File: src/rtl/imem_arbiter_pkg.sv
// Shared encodings for the instruction-memory arbiter: mode FSM states and
// the owner tag of the single outstanding memory response.
package imem_arbiter_pkg;

   typedef enum logic [1:0] {
      MODE_RUN   = 2'd0,
      MODE_DRAIN = 2'd1,
      MODE_DEBUG = 2'd2
   } mode_e;

   typedef enum logic [1:0] {
      OWN_NONE   = 2'd0,
      OWN_IF     = 2'd1,
      OWN_DBG_RD = 2'd2,
      OWN_DBG_WR = 2'd3
   } owner_e;

   // Owner of the response produced by this cycle's grant (at most one grant).
   function automatic owner_e grant_owner(input logic if_gnt, input logic dbg_gnt,
                                          input logic dbg_we);
      owner_e own;
      own = OWN_NONE;
      if (dbg_gnt)
         own = dbg_we ? OWN_DBG_WR : OWN_DBG_RD;
      else if (if_gnt)
         own = OWN_IF;
      return own;
   endfunction

endpackage

File: src/rtl/imem_arb_fsm.sv
// Mode FSM (RUN / DRAIN / DEBUG) and debug anti-starvation wait counter.
// Tells the parent which side may be granted and when debug must be forced.
module imem_arb_fsm
   import imem_arbiter_pkg::*;
#(
   parameter int DBG_MAX_WAIT = 4
) (
   input  logic clk,
   input  logic rst,
   input  logic halt,
   input  logic dbg_req,
   input  logic dbg_gnt,
   input  logic rsp_idle,
   output logic allow_if,
   output logic allow_dbg,
   output logic force_dbg,
   output logic dbg_mode
);

   localparam int WCW = $clog2(DBG_MAX_WAIT + 1);
   localparam logic [WCW-1:0] WAIT_MAX = WCW'(DBG_MAX_WAIT);

   mode_e          mode_q, mode_d;
   logic [WCW-1:0] wait_cnt_q, wait_cnt_d;

   // State and counter registers; reset returns to RUN with no pending wait.
   always_ff @(posedge clk or posedge rst) begin
      if (rst) begin
         mode_q     <= MODE_RUN;
         wait_cnt_q <= '0;
      end else begin
         mode_q     <= mode_d;
         wait_cnt_q <= wait_cnt_d;
      end
   end

   // Next mode: halt drains in-flight responses before debug takes the memory.
   always_comb begin
      mode_d = mode_q;
      unique case (mode_q)
         MODE_RUN: begin
            if (halt) mode_d = MODE_DRAIN;
         end
         MODE_DRAIN: begin
            if (!halt)         mode_d = MODE_RUN;
            else if (rsp_idle) mode_d = MODE_DEBUG;
         end
         MODE_DEBUG: begin
            if (!halt) mode_d = MODE_RUN;
         end
         default: mode_d = MODE_RUN;
      endcase
   end

   // Count consecutive denied RUN cycles of a pending debug request, saturating.
   always_comb begin
      wait_cnt_d = '0;
      if ((mode_q == MODE_RUN) && !halt && dbg_req && !dbg_gnt) begin
         if (wait_cnt_q == WAIT_MAX)
            wait_cnt_d = WAIT_MAX;
         else
            wait_cnt_d = wait_cnt_q + WCW'(1);
      end
   end

   assign allow_if  = (mode_q == MODE_RUN);
   assign allow_dbg = (mode_q == MODE_RUN) || (mode_q == MODE_DEBUG);
   assign force_dbg = (mode_q == MODE_RUN) && (wait_cnt_q == WAIT_MAX);
   assign dbg_mode  = (mode_q == MODE_DEBUG);

endmodule

File: src/rtl/imem_arbiter.sv
// Single-port instruction memory arbiter between core fetch and JTAG debug.
// Grant mux and outstanding-response tracking; mode sequencing lives in
// imem_arb_fsm.
module imem_arbiter
   import imem_arbiter_pkg::*;
#(
   parameter int AW           = 32,
   parameter int DW           = 32,
   parameter int DBG_MAX_WAIT = 4
) (
   input  logic          clk,
   input  logic          rst,
   input  logic          halt,
   input  logic          if_req,
   input  logic [AW-1:0] if_addr,
   output logic          if_gnt,
   output logic          if_rvalid,
   output logic [DW-1:0] if_rdata,
   input  logic          dbg_req,
   input  logic          dbg_we,
   input  logic [AW-1:0] dbg_addr,
   input  logic [DW-1:0] dbg_wdata,
   output logic          dbg_gnt,
   output logic          dbg_rvalid,
   output logic [DW-1:0] dbg_rdata,
   output logic          dbg_mode,
   output logic          mem_en,
   output logic          mem_we,
   output logic [AW-1:0] mem_addr,
   output logic [DW-1:0] mem_wdata,
   input  logic [DW-1:0] mem_rdata
);

   owner_e rsp_own_q, rsp_own_d;
   logic   allow_if, allow_dbg, force_dbg, fsm_dbg_mode;
   logic   if_gnt_w, dbg_gnt_w;

   imem_arb_fsm #(
      .DBG_MAX_WAIT(DBG_MAX_WAIT)
   ) u_fsm (
      .clk       (clk),
      .rst       (rst),
      .halt      (halt),
      .dbg_req   (dbg_req),
      .dbg_gnt   (dbg_gnt_w),
      .rsp_idle  (rsp_own_q == OWN_NONE),
      .allow_if  (allow_if),
      .allow_dbg (allow_dbg),
      .force_dbg (force_dbg),
      .dbg_mode  (fsm_dbg_mode)
   );

   // Grant selection: fetch wins in RUN unless debug has waited too long;
   // nothing is granted while reset is held.
   always_comb begin
      dbg_gnt_w = 1'b0;
      if_gnt_w  = 1'b0;
      if (!rst) begin
         dbg_gnt_w = dbg_req && allow_dbg && (!(if_req && allow_if) || force_dbg);
         if_gnt_w  = if_req && allow_if && !dbg_gnt_w;
      end
   end

   // Memory strobe and payload from the winner; all zero when idle.
   always_comb begin
      mem_en    = 1'b0;
      mem_we    = 1'b0;
      mem_addr  = '0;
      mem_wdata = '0;
      if (dbg_gnt_w) begin
         mem_en    = 1'b1;
         mem_we    = dbg_we;
         mem_addr  = dbg_addr;
         mem_wdata = dbg_wdata;
      end else if (if_gnt_w) begin
         mem_en    = 1'b1;
         mem_addr  = if_addr;
      end
   end

   // Tag of the response that returns next cycle.
   always_comb begin
      rsp_own_d = grant_owner(if_gnt_w, dbg_gnt_w, dbg_we);
   end

   // Outstanding-response register; reset discards any in-flight response.
   always_ff @(posedge clk or posedge rst) begin
      if (rst) rsp_own_q <= OWN_NONE;
      else     rsp_own_q <= rsp_own_d;
   end

   assign if_gnt     = if_gnt_w;
   assign dbg_gnt    = dbg_gnt_w;
   assign if_rvalid  = (rsp_own_q == OWN_IF);
   assign if_rdata   = (rsp_own_q == OWN_IF) ? mem_rdata : '0;
   assign dbg_rvalid = (rsp_own_q == OWN_DBG_RD) || (rsp_own_q == OWN_DBG_WR);
   assign dbg_rdata  = (rsp_own_q == OWN_DBG_RD) ? mem_rdata : '0;
   assign dbg_mode   = fsm_dbg_mode && !rst;

endmodule

File: config.mk
export PLATFORM = sky130hd
export DESIGN_NAME = imem_arbiter
export DESIGN_NICKNAME = d
export VERILOG_FILES = /design/src/rtl/imem_arbiter_pkg.sv /design/src/rtl/imem_arb_fsm.sv /design/src/rtl/imem_arbiter.sv
export SDC_FILE = /design/constraint.sdc
export NUM_CORES = 1
export LEC_CHECK = 0
export BUFFER_PORTS_ARGS = -buffer_cell sky130_fd_sc_hd__buf_2
export CELL_PAD_IN_SITES_DETAIL_PLACEMENT = 1
export CELL_PAD_IN_SITES_GLOBAL_PLACEMENT = 2
export CORE_ASPECT_RATIO = 1.1
export CORE_MARGIN = 2
export CORE_UTILIZATION = 11
export CTS_CLUSTER_DIAMETER = 50
export DETAILED_ROUTE_END_ITERATION = 8
export GPL_TIMING_DRIVEN = 0
export MAX_ROUTING_LAYER = met4
export PLACE_DENSITY_LB_ADDON = 0.1
export SETUP_SLACK_MARGIN = 0.5
export SYNTH_ARGS = -nofsm -noshare
export SYNTH_HDL_FRONTEND = slang
export SYNTH_SLANG_ARGS = --single-unit
File: constraint.sdc
create_clock -name clk -period 2.4 [get_ports clk]
set_clock_uncertainty 0.1 [all_clocks]
set_input_delay 0.72 -clock clk [delete_from_list [all_inputs] [get_ports clk]]
set_output_delay 0.72 -clock clk [all_outputs]
set_load 0.05 [all_outputs]
# Word level (Yosys, flattened, before mapping)
# Cells that the tools add are included.
dict set report word_totals {
  latchBits 0
  wordCells 53
  ram_bits 0
  n_memories 0
  mem_bits_ro 0
  ff_bits 7
}
dict set report classes {
  mux 20
  shifts 0
  eq_ne 9
  mul 0
  n_addsub 1
  n_bitwise 0
  n_lt_le_gt_ge 0
  n_div 0
  reduce_logical 20
}
# operator n
set op_table {}
lappend op_table {{32-bit 2-to-1 mux} 5}
lappend op_table {{2-bit 2-to-1 mux} 5}
lappend op_table {{1-bit logical AND} 9}
lappend op_table {{1-bit 2-to-1 mux} 7}
lappend op_table {{2-bit equality test, second input constant} 3}
lappend op_table {{3-bit 2-to-1 mux} 2}
lappend op_table {{2-bit one-hot mux with 3 select lines} 1}
lappend op_table {{1-bit logical NOT} 5}
lappend op_table {{2-bit by 1-bit equality test with 1-bit output, second input constant} 2}
lappend op_table {{2-bit logical NOT} 2}
lappend op_table {{2-bit inequality test, second input constant} 2}
lappend op_table {{3-bit by 1-bit adder with 3-bit output, second input constant} 1}
lappend op_table {{3-bit equality test, second input constant} 1}
lappend op_table {{1-bit logical OR} 3}
lappend op_table {{3-bit by 2-bit inequality test with 1-bit output, second input constant} 1}
lappend op_table {{3-bit AND reduction} 1}

# Logic depth before layout (Yosys ltp)
# Gate-level depths: netlist (run 1).
dict set report depth {
  word_depth 10
  ltp_mapped 7
  ltp_nobuf 5
}

# Hierarchy
# A second synthesis (run 1) with hierarchy kept.
dict set report unflattened {
  hier_cells 182
  area_unflattened_um2 1437.6
}
# module n_inst cells_per_inst seq_area_each_um2 area_each_um2
set modules_own_cells {}
lappend modules_own_cells {imem_arbiter 1 158 50.0 1157.4}
lappend modules_own_cells {imem_arb_fsm 1 24 125.1 280.3}

# Least setup slack after synthesis (run 1)
# OpenSTA, ideal clock, no wires.
dict set report synth_path {
  path_kind {input -> output}
  from {input if_req}
  to {output mem_addr[10]}
  path_stages 4
  arrival_time_ns 2.240
  n_path_buf 1
  path_slack_ns -0.660
  required_ns 1.580
  path_cell_list {nor2b_2 > a21oi_4 > buf_6 > mux2i_1}
}
dict set report synth_via {
  elab_chain_len 9
}
# element line_no
set synth_rtl {}
lappend synth_rtl {{from (decl)} imem_arbiter.sv:14} ;# input logic if_req,
lappend synth_rtl {{1-bit logical AND (*)} {imem_arbiter.sv:59, imem_arbiter.sv:60}}
lappend synth_rtl {{1-bit logical NOT} imem_arbiter.sv:59} ;# dbg_gnt_w = dbg_req && allow_dbg && (!(if_req && allow_if) || force_dbg);
lappend synth_rtl {{1-bit logical OR} imem_arbiter.sv:59}
lappend synth_rtl {{1-bit logical AND} imem_arbiter.sv:59}
lappend synth_rtl {{1-bit logical NOT} imem_arbiter.sv:60} ;# if_gnt_w = if_req && allow_if && !dbg_gnt_w;
lappend synth_rtl {{1-bit logical AND} imem_arbiter.sv:60}
lappend synth_rtl {{1-bit 2-to-1 mux} imem_arbiter.sv:58} ;# if (!rst) begin
lappend synth_rtl {{32-bit 2-to-1 mux} imem_arbiter.sv:75} ;# end else if (if_gnt_w) begin
lappend synth_rtl {{32-bit 2-to-1 mux (*)} imem_arbiter.sv:70} ;# if (dbg_gnt_w) begin
lappend synth_rtl {{to (decl)} imem_arbiter.sv:29} ;# output logic [AW-1:0] mem_addr,
# Mark *: on every way between the ends. The rest lies on a longest branch, timed or not.

# Worst setup path in the final report (run 1)
# Same ends and word-level chain as after synthesis.

==> results.cfg, run 1 <==
[outcome]
outcome = complete, but fails checks
violations = setup timing

[drt]
drt_iter0_drc = 23
routedWlPerCell_um = 14.93
m1WireLength_um = 3855
wl_met2_um = 6600
viasPerCell = 3.900
dr.pass1.iters = 5
wl_met3_um = 899
route.antenna.remaining_nets = 0
num_vias = 3003
wl_um = 11500
remaining_drc_errors = 0
top_layer_used = met4

[clock_tree]
clock_sinks = 7
cts_tree = built
clk_pin_slew_ns = 0.04
htreeDepth = 1
cts_inserted_buffers = 3
hold_buffers = 0
clk_path_buf_depth = 2
clk_latency_ns = 0.23
cts.root.buffer_cell = clkbuf_16

[floorplan]
initial_core_util_pct = 11.28
row_count = 47
die_x_um = 122.5
die_area_um2 = 16450
die_y_um = 134.3
design.core.area_um2 = 15050
pin_count = 269

[global_routing]
gr-total-overflow = 0
grt_pass1_wl_um = 16890
antenna_found_initial = 0
grt_usage_pct = 13.19
grt_max_degree = 11
grt_pass1_vias = 3262

[sta]
worst_slack_ns = -0.3186
drv_slew = 0
rsz0062_at_grt = yes
setup_viol = 68
finalHoldViolCount = 0
tightest_slew_ns = 0.4455
final.setup.tns_ns = -17.47
max_freq_mhz = 367.8
relSlewSlack_pct = 70.30
finalCritPeriodShare_pct = 113.3
finalCriticalPeriod_ns = 2.719

[finish]
nets = 711
antenna_cells = 0
fin_util_pct = 41.00
areaGrowthSynthToFinish_pct = 263.5
drive_above_1_share_pct = 85.71

[placed_design]
port_buffers = 268
dpl_worst_slack_ns = -0.7361
place_congestion = 0.7097
dpl.hpwl_um = 8452

[synth]
seq_area_frac_synth_pct = 10.32
synth.top_cell.area_share_pct = 36.11
synth_async_sr_flop_share_pct = 100.0
synth_area_leader_cell = and2_1
syn_area_um2 = 1698
ys_types = 30
synth_most_common_cell = and2_1
ys_seq_elements = 7
netlist_instances = 250
ys_warn_count = 0
yosys-top-cells-area = and2_1, mux2i_1, nand2_1, dfrtp_1, buf_6
syn_area_per_cell_um2 = 6.792
synth_top_flop_cell = dfrtp_1
synth_common_cells = and2_1, nand2_1, mux2i_1, clkbuf_1, dfrtp_1
syn-num-nets = 386
synth_enable_flop_cells = 0

[setup_path]
cpMostUsedCell = buf_6
crit_path_start_kind = input port
critPathMaxFanout = 8
r2r_start = u_fsm.mode_q[1]
critPathRequiredTime_ns = 1.58
crit_start = if_req
critPathKind = input port to output port
cp_cell_sequence = buf_6, nor2b_4, a21oi_4, buf_12, clkbuf_16, mux2i_4, buf_6
cp_slowest_stage_delay_ns = 0.23
endpoint_kind = output port
cpMaxStageDelayCell = mux2i_4
arrival_ns = 1.90

[run]
drv_cap = 0

[power_and_ir_drop]
switchingPower_mw = 0.9533
power.share.sequential_pct = 6.8
ir_drop_mv = 0.1690
power.density_nw_per_um2 = 347.4
clkPwrFrac_pct = 13.5
power.internal_mw = 1.191
combPwrFrac_pct = 79.7
p_leak_nw = 2.893
switching_share_pct = 44.46
design_power_total_mw = 2.144

[worst_hold_path]
hold_class = input port to asynchronous set/reset pin
==> power groups by stage <==
| stage | clock [mW] | combinational [mW] | sequential (mW) |
|---|---|---|---|
| 5_1_grt | 0.301 | 1.80 | 0.148 |
| 4_1_cts | 0.295 | 1.65 | 0.145 |
| 2_1_floorplan | 0 | 0.909 | 0.142 |
| 3_5_place_dp | 0 | 1.20 | 0.147 |
| 3_3_place_gp | 0 | 1.20 | 0.147 |
| 6_report | 0.289 | 1.71 | 0.146 |
==> worst max-delay path: cells and delay by family <==
family	cells	cell delay [ns]
simple gates	1	0.13
compound gates	1	0.17
buf+inv	4	0.64
mux	1	0.23
==> area by class of cell <==
type	count	area, um^2
buffer	20	347.8
clock buffer	4	78.83
fill	1697	8882
inverter	4	41.29
multi-input combinational	219	2078
sequential	7	176.4
tap	196	245.2
timing repair buffer	320	3204
==> layout by cell type, fill, tap and decap left out, types with 5 or more instances in the layout <==
cell type	count
buf_2	132
buf_4	16
buf_8	111
buf_12	6
mux2i_4	28
clkbuf_16	10
and2_4	98
nand2_1	59
buf_6	61
nand2_2	5
dfrtp_1	6
==> worst paths after layout <==
path                                  endpoint  slack, ns  depth (start not counted)
max reg2reg                u_fsm.wait_cnt_q[0]       0.62                          7
min                            u_fsm.mode_q[0]       0.38                          3
max in group asynchronous         rsp_own_q[1]       1.56                          4
max                               mem_addr[10]      -0.32                          7
min in group clk           u_fsm.wait_cnt_q[0]       0.44                          2
min reg2reg                u_fsm.wait_cnt_q[0]       0.44                          2
==> flip-flops by register name (all words and copies together) (netlist names) <==
| name | count |
|---|---|
| rsp_own_q | 2 |
| u_fsm.mode_q | 2 |
| u_fsm.wait_cnt_q | 3 |
==> cells by family (layout without fill, tap and decap cells) <==
| group | Yosys count | in the layout | synth area share, % |
|---|---|---|---|
| AO/OA/AOI/OAI | 7 | 7 | 4.126 |
| adder cells (fa/ha/maj) | 2 | 2 | 1.474 |
| buffers and inverters | 24 | 348 | 7.664 |
| flip-flops | 7 | 7 | 10.32 |
| multiplexers | 32 | 32 | 18.87 |
| AND/OR/NAND/NOR | 178 | 178 | 57.55 |
==> metrics by stage <==
step                      instance area (um^2)  cells  hold WS [ns]
after floorplan                           2412    250        0.3453
after global placement                    3999    714        0.3619
after detailed placement                  3999    714        0.3693
after CTS                                 5936    753        0.3821
after global routing                      6172    770        0.3877
final                                     6172    770        0.3791
==> routing by layer <==
metal | GRT usage (%) | up-vias
li1 | - | 1441
met1 | 13.32 | 1396
met2 | 25.93 | 158
met3 | 2.126 | 8
met4 | 3.129 | 0
met5 | - | -
==> timing repair <==
item | CTS | global route
hold endpoints to repair | 0 | 0
pin swaps | 38 | 38
setup endpoints to repair | 134 | 135
resized for setup | 460 | 23
buffers inserted | 26 | 12
gates cloned | 9 | 5
No activity file was read; power rests on OpenSTA's default activity.
==> run 2: changes to the inputs <==
--- a/config.mk
+++ b/config.mk
@@ -5,14 +5,13 @@
 export SDC_FILE = /design/constraint.sdc
 export NUM_CORES = 1
 export LEC_CHECK = 0
-export BUFFER_PORTS_ARGS = -buffer_cell sky130_fd_sc_hd__buf_2
 export CELL_PAD_IN_SITES_DETAIL_PLACEMENT = 1
 export CELL_PAD_IN_SITES_GLOBAL_PLACEMENT = 2
-export CORE_ASPECT_RATIO = 1.1
-export CORE_MARGIN = 2
-export CORE_UTILIZATION = 11
+export CORE_AREA = 2 2 105 107
 export CTS_CLUSTER_DIAMETER = 50
 export DETAILED_ROUTE_END_ITERATION = 8
+export DIE_AREA = 0 0 107 109
+export DONT_BUFFER_PORTS = 1
 export GPL_TIMING_DRIVEN = 0
 export MAX_ROUTING_LAYER = met4
 export PLACE_DENSITY_LB_ADDON = 0.1
==> run 2 against run 1 <==
The run still ends with setup timing left. First-iteration DRC count grew 13%. Clock-buffer cell count did not move. Combinational power fell by 30%. Wire length decreased by 39%. Die area shrank 29%. Worst setup slack improved by 0.027 ns. Non-clock buffer count is 286 lower. Final cell count fell by 44%. Highest routed layer unchanged.
==> results.cfg, run 2 (same netlist as run 1, synthesis figures left out) <==
[outcome]
outcome = complete, but fails checks
violations = setup timing

[sta]
whs_ns = 0.2648
final.setup.tns_ns = -15.63
tightest_slew_ns = 0.4738
drv_slew = 0
rsz0062_at_grt = yes
worst_slack_ns = -0.2921
finalCritPeriodShare_pct = 112.2
relSlewSlack_pct = 67.74
finalCriticalPeriod_ns = 2.692
setup_viol = 68
finalHoldViolCount = 0
max_freq_mhz = 371.5

[setup_path]
r2r_start = u_fsm.wait_cnt_q[1]
critPathTopFamily = multiplexers
crit_buf_inv = 3
crit_start = u_fsm.wait_cnt_q[1]
cp_slowest_stage_delay_ns = 0.46
arrival_ns = 1.87
critPathMaxFanout = 10
cpMaxStageDelayCell = mux2i_4
r2r_end = rsp_own_q[0]
critPathRequiredTime_ns = 1.58
r2r_setup_slack_ns = 0.56
r2r_cells = 9
crit_path_start_kind = flop
cp_cell_sequence = inv_2, ha_4, nand2_4, a21oi_4, buf_12, clkbuf_16, mux2i_4
critPathKind = flop to output port
endpoint_kind = output port

[finish]
drive_above_1_share_pct = 71.53
areaGrowthSynthToFinish_pct = 98.16
ff_latch_area_um2 = 180.2
nets = 425
reg.largest.list = u_fsm.wait_cnt_q (3), rsp_own_q (2), u_fsm.mode_q (2)
nFillCells = 1207
layout.cells.most_common = and2_4
multiInputGateArea_um2 = 2110
antenna_cells = 0
largest_register_ffs = 3
mostFrequentLayoutCells = and2_4, nand2_1, mux2i_4, buf_4, buf_8
regMostFlops = u_fsm.wait_cnt_q

[floorplan]
design.core.area_um2 = 10600
initial_core_util_pct = 16.01
die_y_um = 109
pin_count = 269
row_count = 38
die_area_um2 = 11660
die_x_um = 107

[clock_tree]
clk_latency_ns = 0.23
hold_buffers = 0
clock_sinks = 7
clk_path_buf_depth = 2
cts_tree = built
htreeDepth = 1
cts_inserted_buffers = 3
clk_pin_slew_ns = 0.04
cts.root.buffer_cell = clkbuf_8

[global_routing]
grt_pass1_vias = 1823
grt_usage_pct = 10.84
antenna_found_initial = 0
grt_pass1_wl_um = 9811
grt_max_degree = 17
gr-total-overflow = 0

[drt]
dr.pass1.iters = 4
viasPerCell = 4.285
routedWlPerCell_um = 16.43
wl_um = 7031
num_vias = 1834
route.antenna.remaining_nets = 0
remaining_drc_errors = 0
drt_iter0_drc = 26

[worst_hold_path]
hold_class = input port to asynchronous set/reset pin

[placed_design]
dpl.hpwl_um = 5508
place_congestion = 0.6426
port_buffers = 0

[power_and_ir_drop]
power.density_nw_per_um2 = 447.2
ir_drop_mv = 0.2482
design_power_total_mw = 1.505
p_leak_nw = 1.311

[run]
drv_cap = 0
[run 2: cell type report]
cell class / instances / share of cell area (%)
Buffer: 20 / 9.334
Multi-Input combinational cell: 219 / 62.70
Timing Repair Buffer: 34 / 14.84
Clock buffer: 4 / 1.339
Inverter: 4 / 1.227
Tap cell: 140 / 5.206
Sequential cell: 7 / 5.355
[run 2: metal layers]
metal / up-vias / global-route usage, % / wire length [um]
li1: 860 / - / -
met1: 843 / 12.09 / 2588
met2: 129 / 20.52 / 3800
met3: 2 / 2.690 / 629
met4: 0 / 0.5566 / 13
met5: - / - / 0
[run 2: stage by stage]
step	instance area [um^2]	worst slack, ns	util (%)	cells
after floorplan	2412	-0.3238	-	250
after global placement	2587	-0.5750	24.40	390
after detailed placement	2587	-0.5920	24.40	390
after CTS	3117	-0.3235	29.40	418
after global routing	3364	-0.3741	31.73	428
final	3364	-0.2921	31.73	428
[run 2: timing repair]
action | 4_1_cts | 5_1_grt
gates resized for setup | 66 | 20
buffers inserted | 18 | 4
setup endpoints to repair | 135 | 138
gates cloned | 6 | 6
pin swaps | 53 | 33
[run 2: worst max-delay path by stage]
stage | end | slack [ns] | cells after the start
after floorplan | mem_addr[10] | -0.32 | 4
after global placement | mem_addr[2] | -0.58 | 4
after detailed placement | mem_addr[2] | -0.59 | 4
after CTS | mem_addr[10] | -0.32 | 7
after global routing | mem_addr[10] | -0.37 | 7
final | mem_addr[10] | -0.29 | 7
[run 2: power breakdown]
part | leakage (nW) | total [mW] | switching, mW | internal [mW]
clock network | 0.0228 | 0.170 | 0.0544 | 0.115
logic | 1.20 | 1.19 | 0.730 | 0.458
registers | 0.0884 | 0.147 | 0.0174 | 0.130
total | 1.31 | 1.50 | 0.802 | 0.703
==> run 3: changes to the inputs <==
==> constraint.sdc (replaced) <==
create_clock -name clk -period 2.4 [get_ports clk]
set_clock_uncertainty 0.1 [all_clocks]
set_input_delay 0.72 -clock clk [delete_from_list [all_inputs] [get_ports clk]]
set_output_delay 0.72 -clock clk [all_outputs]
set_load 0.005 [all_outputs]
==> run 3 against run 2 <==
The flow still finishes with violations (setup timing). Combinational power shrank 41%. Wire length grew 5.5%. Core utilization shrank 1.1 points. Clock-buffer cell count is the same. Clock power is essentially flat. Die area is the same. Highest routed layer unchanged.
==> results.cfg, run 3 (same netlist as run 1, synthesis figures left out) <==
[placed_design]
dpl.hpwl_um = 5356
dp.cells = 390
port_buffers = 0
dpl_worst_slack_ns = -0.2550
place_congestion = 0.7043

[global_routing]
grt_usage_pct = 11.41
grt_max_degree = 11
grt_pass1_vias = 1931
antenna_found_initial = 0
gr-total-overflow = 0
grt_pass1_wl_um = 10250

[clock_tree]
clk_path_buf_depth = 2
htreeDepth = 1
clock_sinks = 7
cts_tree = built
cts.root.buffer_cell = clkbuf_8
clk_pin_slew_ns = 0.04
clk_latency_ns = 0.23
cts_inserted_buffers = 3

[setup_path]
r2r_start = u_fsm.wait_cnt_q[0]
critPathRequiredTime_ns = 1.58
r2r_cells = 10
critPathKind = flop to output port
arrival_ns = 1.68
cp_cell_sequence = inv_2, ha_4, nand2_4, a21oi_4, buf_12, buf_12, mux2i_2
cpMostUsedCell = buf_12
r2r_setup_slack_ns = 0.54
endpoint_kind = output port
cpMaxStageDelayCell = dfrtp_1
critPathMaxFanout = 5
cp_slowest_stage_delay_ns = 0.39
r2r_end = u_fsm.wait_cnt_q[0]
crit_path_start_kind = flop

[power_and_ir_drop]
power.density_nw_per_um2 = 311.8
design_power_total_mw = 1.014
ir_drop_mv = 0.1985
p_leak_nw = 1.341

[drt]
num_vias = 1915
routedWlPerCell_um = 16.78
dr.pass1.iters = 2
viasPerCell = 4.333
wl_um = 7416
route.antenna.remaining_nets = 0
drt_iter0_drc = 23
remaining_drc_errors = 0

[finish]
layout.cells.non_filler = 442
largest_register_ffs = 3
mostFrequentLayoutCells = and2_4, nand2_1, buf_6, mux2i_4, buf_4
reg.largest.list = u_fsm.wait_cnt_q (3), rsp_own_q (2), u_fsm.mode_q (2)
nFillCells = 1198
antenna_cells = 0
regMostFlops = u_fsm.wait_cnt_q
drive_above_1_share_pct = 70.86
nets = 439
layout.cells.most_common = and2_4
areaGrowthSynthToFinish_pct = 91.45

[floorplan]
initial_core_util_pct = 16.01
pin_count = 269
die_x_um = 107
design.core.area_um2 = 10600
die_y_um = 109
die_area_um2 = 11660
row_count = 38

[worst_hold_path]
min_to = u_fsm.mode_q[0]
worstHoldPathCells = 1
hold_class = flop to flop
min_from = u_fsm.mode_q[0]

[run]
drv_cap = 0

[sta]
finalCriticalPeriod_ns = 2.500
drv_slew = 0
finalCritPeriodShare_pct = 104.1
tightest_slew_ns = 0.4120
setup_viol = 51
final.setup.tns_ns = -3.748
relSlewSlack_pct = 72.53
whs_ns = 0.4512
worst_slack_ns = -0.09954
rsz0062_at_grt = yes
finalHoldViolCount = 0
max_freq_mhz = 400.1

[outcome]
outcome = complete, but fails checks
violations = setup timing
[run 3: metal layers]
metal	global-route usage [%]	share of wire (%)	up-vias
li1	-	-	890
met1	12.18	36	895
met2	22.88	57	128
met3	2.032	6.6	2
met4	0.5566	0.13	0
met5	-	0	-
[run 3: repair_timing]
action,CTS,global route
setup buffers,30,6
cloned,9,3
pin swaps,70,17
gates resized for setup,189,43
endpoints found under the setup margin,134,136
hold buffers,0,0
[run 3: report_power, final]
group,switching [mW],internal (mW),total (mW)
registers,0.0176,0.130,0.148
clock network,0.0515,0.115,0.167
logic,0.281,0.419,0.699
total,0.350,0.664,1.01
[run 3: worst max-delay path by stage]
| stage | start | end | slack [ns] |
|---|---|---|---|
| final | u_fsm.wait_cnt_q[1] | mem_addr[27] | -0.1 |
| after global routing | u_fsm.wait_cnt_q[0] | mem_addr[2] | -0.18 |
| after CTS | u_fsm.wait_cnt_q[1] | mem_addr[6] | -0.09 |
| after detailed placement | rst | mem_addr[23] | -0.25 |
| after global placement | rst | mem_addr[23] | -0.24 |
| after floorplan | if_req | mem_addr[10] | 0.06 |
[run 3: stage by stage]
| stage | util, % | instance area (um^2) |
|---|---|---|
| after floorplan | - | 1749 |
| after global placement | 18.15 | 1924 |
| after detailed placement | 18.15 | 1924 |
| after CTS | 27.86 | 2954 |
| after global routing | 30.66 | 3251 |
| final | 30.66 | 3251 |
[run 3: final cells by class]
cell class                      count  area, um^2  area share [%]
Buffer                             20       282.8           8.699
Clock buffer                        4       45.04           1.386
Inverter                            4       27.53          0.8468
Multi-Input combinational cell    219        1968           60.55
Sequential cell                     7       180.2           5.543
Tap cell                          140       175.2           5.389
Timing Repair Buffer               48       571.8           17.59
[run 3: worst max-delay path, delay by kind of cell, from the launching register on]
family	cells	cell delay [ns]
flip-flops	1	0.39
multiplexers	1	0.27
AND/OR/NAND/NOR	1	0.07
adder cells (fa/ha/maj)	1	0.15
AO/OA/AOI/OAI	1	0.23
buffers and inverters	3	0.34
